==> config.mk <==
export PLATFORM = sky130hd
export DESIGN_NAME = toggle_period_meter_flat
export DESIGN_NICKNAME = d
export VERILOG_FILES = /design/src/rtl/toggle_period_meter_if.sv /design/src/rtl/toggle_period_meter.sv /design/src/flat_wrapper.sv
export SDC_FILE = /design/constraint.sdc
export NUM_CORES = 1
export LEC_CHECK = 0
export BUFFER_PORTS_ARGS = -buffer_cell sky130_fd_sc_hd__buf_2
export CAP_MARGIN = 5
export CORE_MARGIN = 5
export CORE_UTILIZATION = 31
export DETAILED_ROUTE_END_ITERATION = 10
export PLACE_DENSITY = 0.52
export SLEW_MARGIN = 25
export SYNTH_ARGS = -nofsm -noshare
export SYNTH_HDL_FRONTEND = slang
export SYNTH_SLANG_ARGS = --single-unit
==> constraint.sdc <==
create_clock -name clk -period 2 [get_ports clk]
set_clock_uncertainty 0.2 [all_clocks]
set_input_delay 0.4 -clock clk [delete_from_list [all_inputs] [get_ports clk]]
set_output_delay 0.4 -clock clk [all_outputs]
set_load 0.02 [all_outputs]
==> src/rtl/toggle_period_meter_if.sv <==
// Signal bundle between a toggle source/consumer and toggle_period_meter.
// The master side drives enable and the toggle input, and the slave side returns the measurement.
interface toggle_period_meter_if #(
    parameter int BITLEN = 8
);
    logic              en;
    logic              hz_in;
    logic [BITLEN-1:0] lim_out;
    logic              valid;
    logic              locked;
    logic              overflow;

    modport master (
        output en,
        output hz_in,
        input  lim_out,
        input  valid,
        input  locked,
        input  overflow
    );

    modport slave (
        input  en,
        input  hz_in,
        output lim_out,
        output valid,
        output locked,
        output overflow
    );
endinterface

==> src/rtl/toggle_period_meter.sv <==
// Measures the half-period of a (possibly asynchronous) square wave and
// reports the divider limit that produced it, plus lock and overflow status.
module toggle_period_meter #(
    parameter int BITLEN      = 8,
    parameter int SYNC_STAGES = 2
) (
    input  logic                  clk,
    input  logic                  rst_n,
    toggle_period_meter_if.slave  bus
);
    localparam int CW = BITLEN + 1;
    localparam logic [CW-1:0] CNT_ZERO = {CW{1'b0}};
    localparam logic [CW-1:0] CNT_ONE  = {{(CW-1){1'b0}}, 1'b1};
    localparam logic [CW-1:0] CNT_MAX  = {1'b1, {BITLEN{1'b0}}};

    typedef enum logic [1:0] {
        ST_IDLE = 2'd0,
        ST_SEEK = 2'd1,
        ST_MEAS = 2'd2
    } state_t;

    state_t state_r;
    state_t state_nxt_s;

    logic [SYNC_STAGES-1:0] sync_r;
    logic                   hs_s;
    logic                   hs_d_r;
    logic                   edge_s;

    logic [CW-1:0]     cnt_r;
    logic [CW-1:0]     cnt_nxt_s;
    logic [CW-1:0]     cnt_m1_s;
    logic [BITLEN-1:0] meas_lim_s;
    logic [BITLEN-1:0] lim_r;
    logic [BITLEN-1:0] lim_nxt_s;
    logic              valid_r;
    logic              valid_nxt_s;
    logic              locked_r;
    logic              locked_nxt_s;
    logic              overflow_r;
    logic              overflow_nxt_s;
    logic              have_prev_r;
    logic              have_prev_nxt_s;

    assign hs_s       = sync_r[SYNC_STAGES-1];
    assign edge_s     = hs_s ^ hs_d_r;
    // cnt is at least 1 on every edge seen in MEAS, so this never wraps.
    assign cnt_m1_s   = cnt_r - CNT_ONE;
    assign meas_lim_s = cnt_m1_s[BITLEN-1:0];

    // Synchroniser chain and delayed copy for both-edge detection.
    always_ff @(posedge clk or negedge rst_n) begin
        if (!rst_n) begin
            sync_r <= {SYNC_STAGES{1'b0}};
            hs_d_r <= 1'b0;
        end else begin
            sync_r <= {sync_r[SYNC_STAGES-2:0], bus.hz_in};
            hs_d_r <= hs_s;
        end
    end

    // State register.
    always_ff @(posedge clk or negedge rst_n) begin
        if (!rst_n) begin
            state_r <= ST_IDLE;
        end else begin
            state_r <= state_nxt_s;
        end
    end

    // Next-state logic; dropping en wins over everything, including a same-cycle edge.
    always_comb begin
        state_nxt_s = state_r;
        case (state_r)
            ST_IDLE: begin
                if (bus.en) begin
                    state_nxt_s = ST_SEEK;
                end else begin
                    state_nxt_s = ST_IDLE;
                end
            end
            ST_SEEK: begin
                if (!bus.en) begin
                    state_nxt_s = ST_IDLE;
                end else if (edge_s) begin
                    state_nxt_s = ST_MEAS;
                end else begin
                    state_nxt_s = ST_SEEK;
                end
            end
            ST_MEAS: begin
                if (!bus.en) begin
                    state_nxt_s = ST_IDLE;
                end else if (edge_s) begin
                    state_nxt_s = ST_MEAS;
                end else if (cnt_r == CNT_MAX) begin
                    state_nxt_s = ST_SEEK;
                end else begin
                    state_nxt_s = ST_MEAS;
                end
            end
            default: begin
                state_nxt_s = ST_IDLE;
            end
        endcase
    end

    // Datapath and status next values, all registered below.
    always_comb begin
        cnt_nxt_s       = cnt_r;
        lim_nxt_s       = lim_r;
        valid_nxt_s     = 1'b0;
        locked_nxt_s    = locked_r;
        overflow_nxt_s  = overflow_r;
        have_prev_nxt_s = have_prev_r;
        case (state_r)
            ST_IDLE: begin
                cnt_nxt_s       = CNT_ZERO;
                locked_nxt_s    = 1'b0;
                have_prev_nxt_s = 1'b0;
            end
            ST_SEEK: begin
                if (!bus.en) begin
                    cnt_nxt_s       = CNT_ZERO;
                    locked_nxt_s    = 1'b0;
                    have_prev_nxt_s = 1'b0;
                end else if (edge_s) begin
                    cnt_nxt_s = CNT_ONE;
                end else begin
                    cnt_nxt_s = CNT_ZERO;
                end
            end
            ST_MEAS: begin
                if (!bus.en) begin
                    cnt_nxt_s       = CNT_ZERO;
                    locked_nxt_s    = 1'b0;
                    have_prev_nxt_s = 1'b0;
                end else if (edge_s) begin
                    lim_nxt_s       = meas_lim_s;
                    valid_nxt_s     = 1'b1;
                    cnt_nxt_s       = CNT_ONE;
                    overflow_nxt_s  = 1'b0;
                    locked_nxt_s    = (meas_lim_s == lim_r) && have_prev_r;
                    have_prev_nxt_s = 1'b1;
                end else if (cnt_r == CNT_MAX) begin
                    cnt_nxt_s       = CNT_ZERO;
                    overflow_nxt_s  = 1'b1;
                    locked_nxt_s    = 1'b0;
                    have_prev_nxt_s = 1'b0;
                end else begin
                    cnt_nxt_s = cnt_r + CNT_ONE;
                end
            end
            default: begin
                cnt_nxt_s       = CNT_ZERO;
                locked_nxt_s    = 1'b0;
                have_prev_nxt_s = 1'b0;
            end
        endcase
    end

    // Counter, measurement and status registers.
    always_ff @(posedge clk or negedge rst_n) begin
        if (!rst_n) begin
            cnt_r       <= CNT_ZERO;
            lim_r       <= {BITLEN{1'b0}};
            valid_r     <= 1'b0;
            locked_r    <= 1'b0;
            overflow_r  <= 1'b0;
            have_prev_r <= 1'b0;
        end else begin
            cnt_r       <= cnt_nxt_s;
            lim_r       <= lim_nxt_s;
            valid_r     <= valid_nxt_s;
            locked_r    <= locked_nxt_s;
            overflow_r  <= overflow_nxt_s;
            have_prev_r <= have_prev_nxt_s;
        end
    end

    assign bus.lim_out  = lim_r;
    assign bus.valid    = valid_r;
    assign bus.locked   = locked_r;
    assign bus.overflow = overflow_r;
endmodule

==> src/flat_wrapper.sv <==
// flat-port wrapper written by rule: the top's interface ports become plain ports
module toggle_period_meter_flat 
#(
    parameter int BITLEN      = 8,
    parameter int SYNC_STAGES = 2
)
  (clk, rst_n, bus_en, bus_hz_in, bus_lim_out, bus_valid, bus_locked, bus_overflow);
  toggle_period_meter_if #(.BITLEN(BITLEN)) bus_i ();
  input  logic clk;
  input  logic rst_n;
  input wire logic [$bits(bus_i.en)-1:0] bus_en;
  input wire logic [$bits(bus_i.hz_in)-1:0] bus_hz_in;
  output wire logic [$bits(bus_i.lim_out)-1:0] bus_lim_out;
  output wire logic [$bits(bus_i.valid)-1:0] bus_valid;
  output wire logic [$bits(bus_i.locked)-1:0] bus_locked;
  output wire logic [$bits(bus_i.overflow)-1:0] bus_overflow;
  assign bus_i.en = bus_en;
  assign bus_i.hz_in = bus_hz_in;
  assign bus_lim_out = bus_i.lim_out;
  assign bus_valid = bus_i.valid;
  assign bus_locked = bus_i.locked;
  assign bus_overflow = bus_i.overflow;
  toggle_period_meter #(.BITLEN(BITLEN), .SYNC_STAGES(SYNC_STAGES)) u_core (.clk(clk), .rst_n(rst_n), .bus(bus_i));
endmodule
==> impl_results.md <==
- Max Cap Viol: 0
- Core Rows: 25
- FF-to-FF End: u_core.bus.locked$_DFFE_PN0P_
- WP data required: 1980 ps
- Die area: 6169 um2
- Rel. slew slack: 60.66%
- Num Clock Sinks: 26
- P_sw: 534.1 uW
- Post-Syn Area per Cell: 10.26 um2
- Period minus WS final: 1990 ps
- Overall routing resource usage: 10.90%
- Vias in the first global route: 1084
- Synthesized area: 1456 um2
- YS warnings: 0
- Fin nets: 177
- Die Height: 78.54 um
- Total Power: 1.607 mW
- Cells after Synth: 142
- Most common cell after layout, fill and taps aside: dfrtp_1
- DRT met1 WL: 1323 um
- Crit path max-delay family: compound AO/OA/AOI/OAI gates
- Fillers: 479
- Routed met3 length: 101 um
- Synth top area cells: dfrtp_1 (45%), xnor2_1 (8.4%), ha_1 (6.0%), xor2_1 (5.4%), nand2_1 (4.1%)
- Share of cells above drive strength 1: 27.88%
- Initial Util: 31.46%
- Final Instance Count excl. Fillers: 219
- CP arrival: 1970 ps
- Worst Path Buf+Inv: 1
- Post-place setup slack: -88.80 ps
- Initial antenna violation count: 0
- Grt total ovfl: 0
- Gpl congestion: 0.7256
- RR Startpoint: u_core.cnt_r[0]$_DFF_PN0_
- Worst Setup SP: u_core.cnt_r[0]$_DFF_PN0_
- Switching portion of total power: 33.24%
- Slack of the critical path: 10.30 ps
- DR vias: 1011
- Internal power: 1.073 mW
- Met2 Wirelength: 1449 um
- DRT Wirelength: 2909 um
- RSZ-0062 raised after global routing: yes
- Dpl hpwl: 2183 um
- Floorplan Core Area: 4629 um2
- Max layer used: met4
- First-pass GRT wire length: 5333 um
- Crit-path slowest cell: dfrtp_1
- Crit. End Element: register
- Register-to-Register Path Depth: 7
- PwrDens: 924.5 nW/um2
- Clock buffer depth: 2
- H-Tree Level Count: 1
- Critical Path End: u_core.bus.locked$_DFFE_PN0P_
- I/O pin cnt: 15
- Most frequent cells in the layout: dfrtp_1 (26), nand2_1 (15), xnor2_1 (14), buf_2 (14), buf_4 (11)
- Initial DRC count: 36
- Placed cells: 214
- Clock power frac: 27.2%
- Antenna Violating Nets Remaining: 0
- Final period util: 99.49%
- Worst Tran Pin Value: 590.1 ps
- Crit Path Max Fanout: 3
- Final antenna diode count: 0
- CTS tree: yes
- Critical-path cell list: inv_2 -> ha_1 -> xor2_1 -> nand3_1 -> a2111oi_2 -> nand4_1 -> o31ai_2
- Comb power frac: 29.3%
- Status: complete, no violations
- Crit start category: register
- Syn Nets: 153
- Drt pass-1 iters: 5
- Synth unique cells: 35
- CP max stage delay: 380 ps
- Drt wl/cell: 13.28 um
- Hold/Removal Path Class: input port to register
- Leakage: 0.8113 nW
- Final-report setup violation count: 0
- Sequential fraction of the synthesis area: 44.67%
- Worst-Skew Late Latency: 270 ps
- Layout area overhead: 19.33%
- Root Buffer: clkbuf_8
- Clock-pin slew on the worst setup and hold paths: 90 ps
- VDD IR max: 0.0004796 V
- F_max: 0.5026 GHz
- Num CTS Buffers: 3
- Area leader, netlist: dfrtp_1
- Sequential Power Share: 43.5%
- Port-buffer cells: 14
- Yosys reg bits: 26
- R2R Setup Slk: 10 ps
- Largest net degree at the start of global routing: 27
- Final Hold Vio Count: 0
- Die width: 78.54 um
- CP Depth: 7
- DRC violations left: 0
- Slew Limit Fails: 0
- Area share of the leading cell type in the synthesized netlist: 44.67%
- DR vias/cell: 4.616
- Critical path class: register to register
-- how the worst min path moves through the flow --
stage | startpoint | to | cells after the start
floorplan | rst_n | u_core.bus.lim_out[0]$_DFFE_PN0P_ | 0
detailed placement | u_core.sync_r[0]$_DFF_PN0_ | u_core.sync_r[1]$_DFF_PN0_ | 0
CTS | bus_hz_in | u_core.sync_r[0]$_DFF_PN0_ | 1
finish | bus_hz_in | u_core.sync_r[0]$_DFF_PN0_ | 1
global route | bus_hz_in | u_core.sync_r[0]$_DFF_PN0_ | 1
global placement | u_core.sync_r[0]$_DFF_PN0_ | u_core.sync_r[1]$_DFF_PN0_ | 0
-- cells by family (layout without fill, tap and decap cells) --
group / Yosys count / count (layout) / share of synthesized area, %
xor gates and xnor gates: 24 / 24 / 14.95
buffers and inverters: 14 / 37 / 5.412
AOI/OAI and AO/OA: 20 / 20 / 8.763
adders and majority gates: 7 / 7 / 6.013
muxes: 1 / 1 / 1.031
DFF: 26 / 26 / 44.67
and+or+nand+nor: 50 / 50 / 19.16
-- metal layers --
metal  vias up  track usage [%]
met5         -                0
met4         0            3.147
met3         4            2.752
met2        15            18.08
met1       478            13.96
li1        514                -
-- power by group through the flow --
| stage | Clock, mW | Combinational (mW) | Sequential, mW |
|---|---|---|---|
| detailed placement | 0 | 0.464 | 0.710 |
| CTS | 0.462 | 0.476 | 0.701 |
| floorplan | 0 | 0.218 | 0.802 |
| global placement | 0 | 0.460 | 0.703 |
| finish | 0.437 | 0.471 | 0.698 |
| global route | 0.480 | 0.525 | 0.715 |
-- area by class of cell --
class	instances	area [um2]	share of cell area (%)
clock buffer	3	41.29	2.376
clock inverter	1	30.03	1.728
inverter	7	26.28	1.512
multi-input combinational	102	759.5	43.70
sequential	26	650.6	37.44
tap	54	67.56	3.888
timing repair buffer	26	162.7	9.359
-- state kept, by name (all words and copies together) (netlist names) --
name	count
u_core.bus.locked	1
u_core.have_prev_r	1
u_core.hs_d_r	1
u_core.bus.valid	1
u_core.bus.lim_out	8
u_core.state_r	2
u_core.bus.overflow	1
u_core.cnt_r	9
u_core.sync_r	2
-- cells in the mapped netlist --
| cell | number |
|---|---|
| dfrtp_1 | 26 |
| nand2_1 | 16 |
| xnor2_1 | 14 |
| nor2_1 | 10 |
| xor2_1 | 9 |
| ha_1 | 7 |
| inv_1 | 7 |
| nand3_1 | 6 |
| o21ai_0 | 6 |
| o21ai_1 | 4 |
| a21oi_1 | 3 |
| buf_2 | 3 |
| buf_6 | 3 |
| nor3_1 | 3 |
| nor3b_1 | 3 |
| and2_1 | 2 |
| and3_1 | 2 |
| a2111oi_1 | 1 |
| a211oi_1 | 1 |
| a21oi_2 | 1 |
| a31oi_1 | 1 |
| clkbuf_1 | 1 |
| mux2_4 | 1 |
| nand2b_1 | 1 |
| nand3_2 | 1 |
| nand4_1 | 1 |
| nor3_2 | 1 |
| nor3b_2 | 1 |
| nor4_2 | 1 |
| nor4_4 | 1 |
| nor4bb_1 | 1 |
| o21a_1 | 1 |
| o21ba_1 | 1 |
| o31ai_2 | 1 |
| xor2_2 | 1 |
-- what timing repair did --
item	CTS	global route
setup endpoints to repair	7	7
gates resized for setup	6	3
hold endpoints to repair	26	0
pin swaps	1	1
hold buffers	1	0
buffers inserted	0	0
-- per-stage QoR --
stage	setup TNS (ps)	hold WS (ps)	instance area (um2)	utilization, %
after floorplan	0	-95.59	1456	-
after global placement	-21.36	137.3	1624	35.08
after detailed placement	-88.80	138.7	1624	35.08
after CTS	0	13.91	1729	37.35
after global routing	-126.2	17.83	1738	37.54
final	0	27.82	1738	37.54
(Power assumes the default switching activity.)
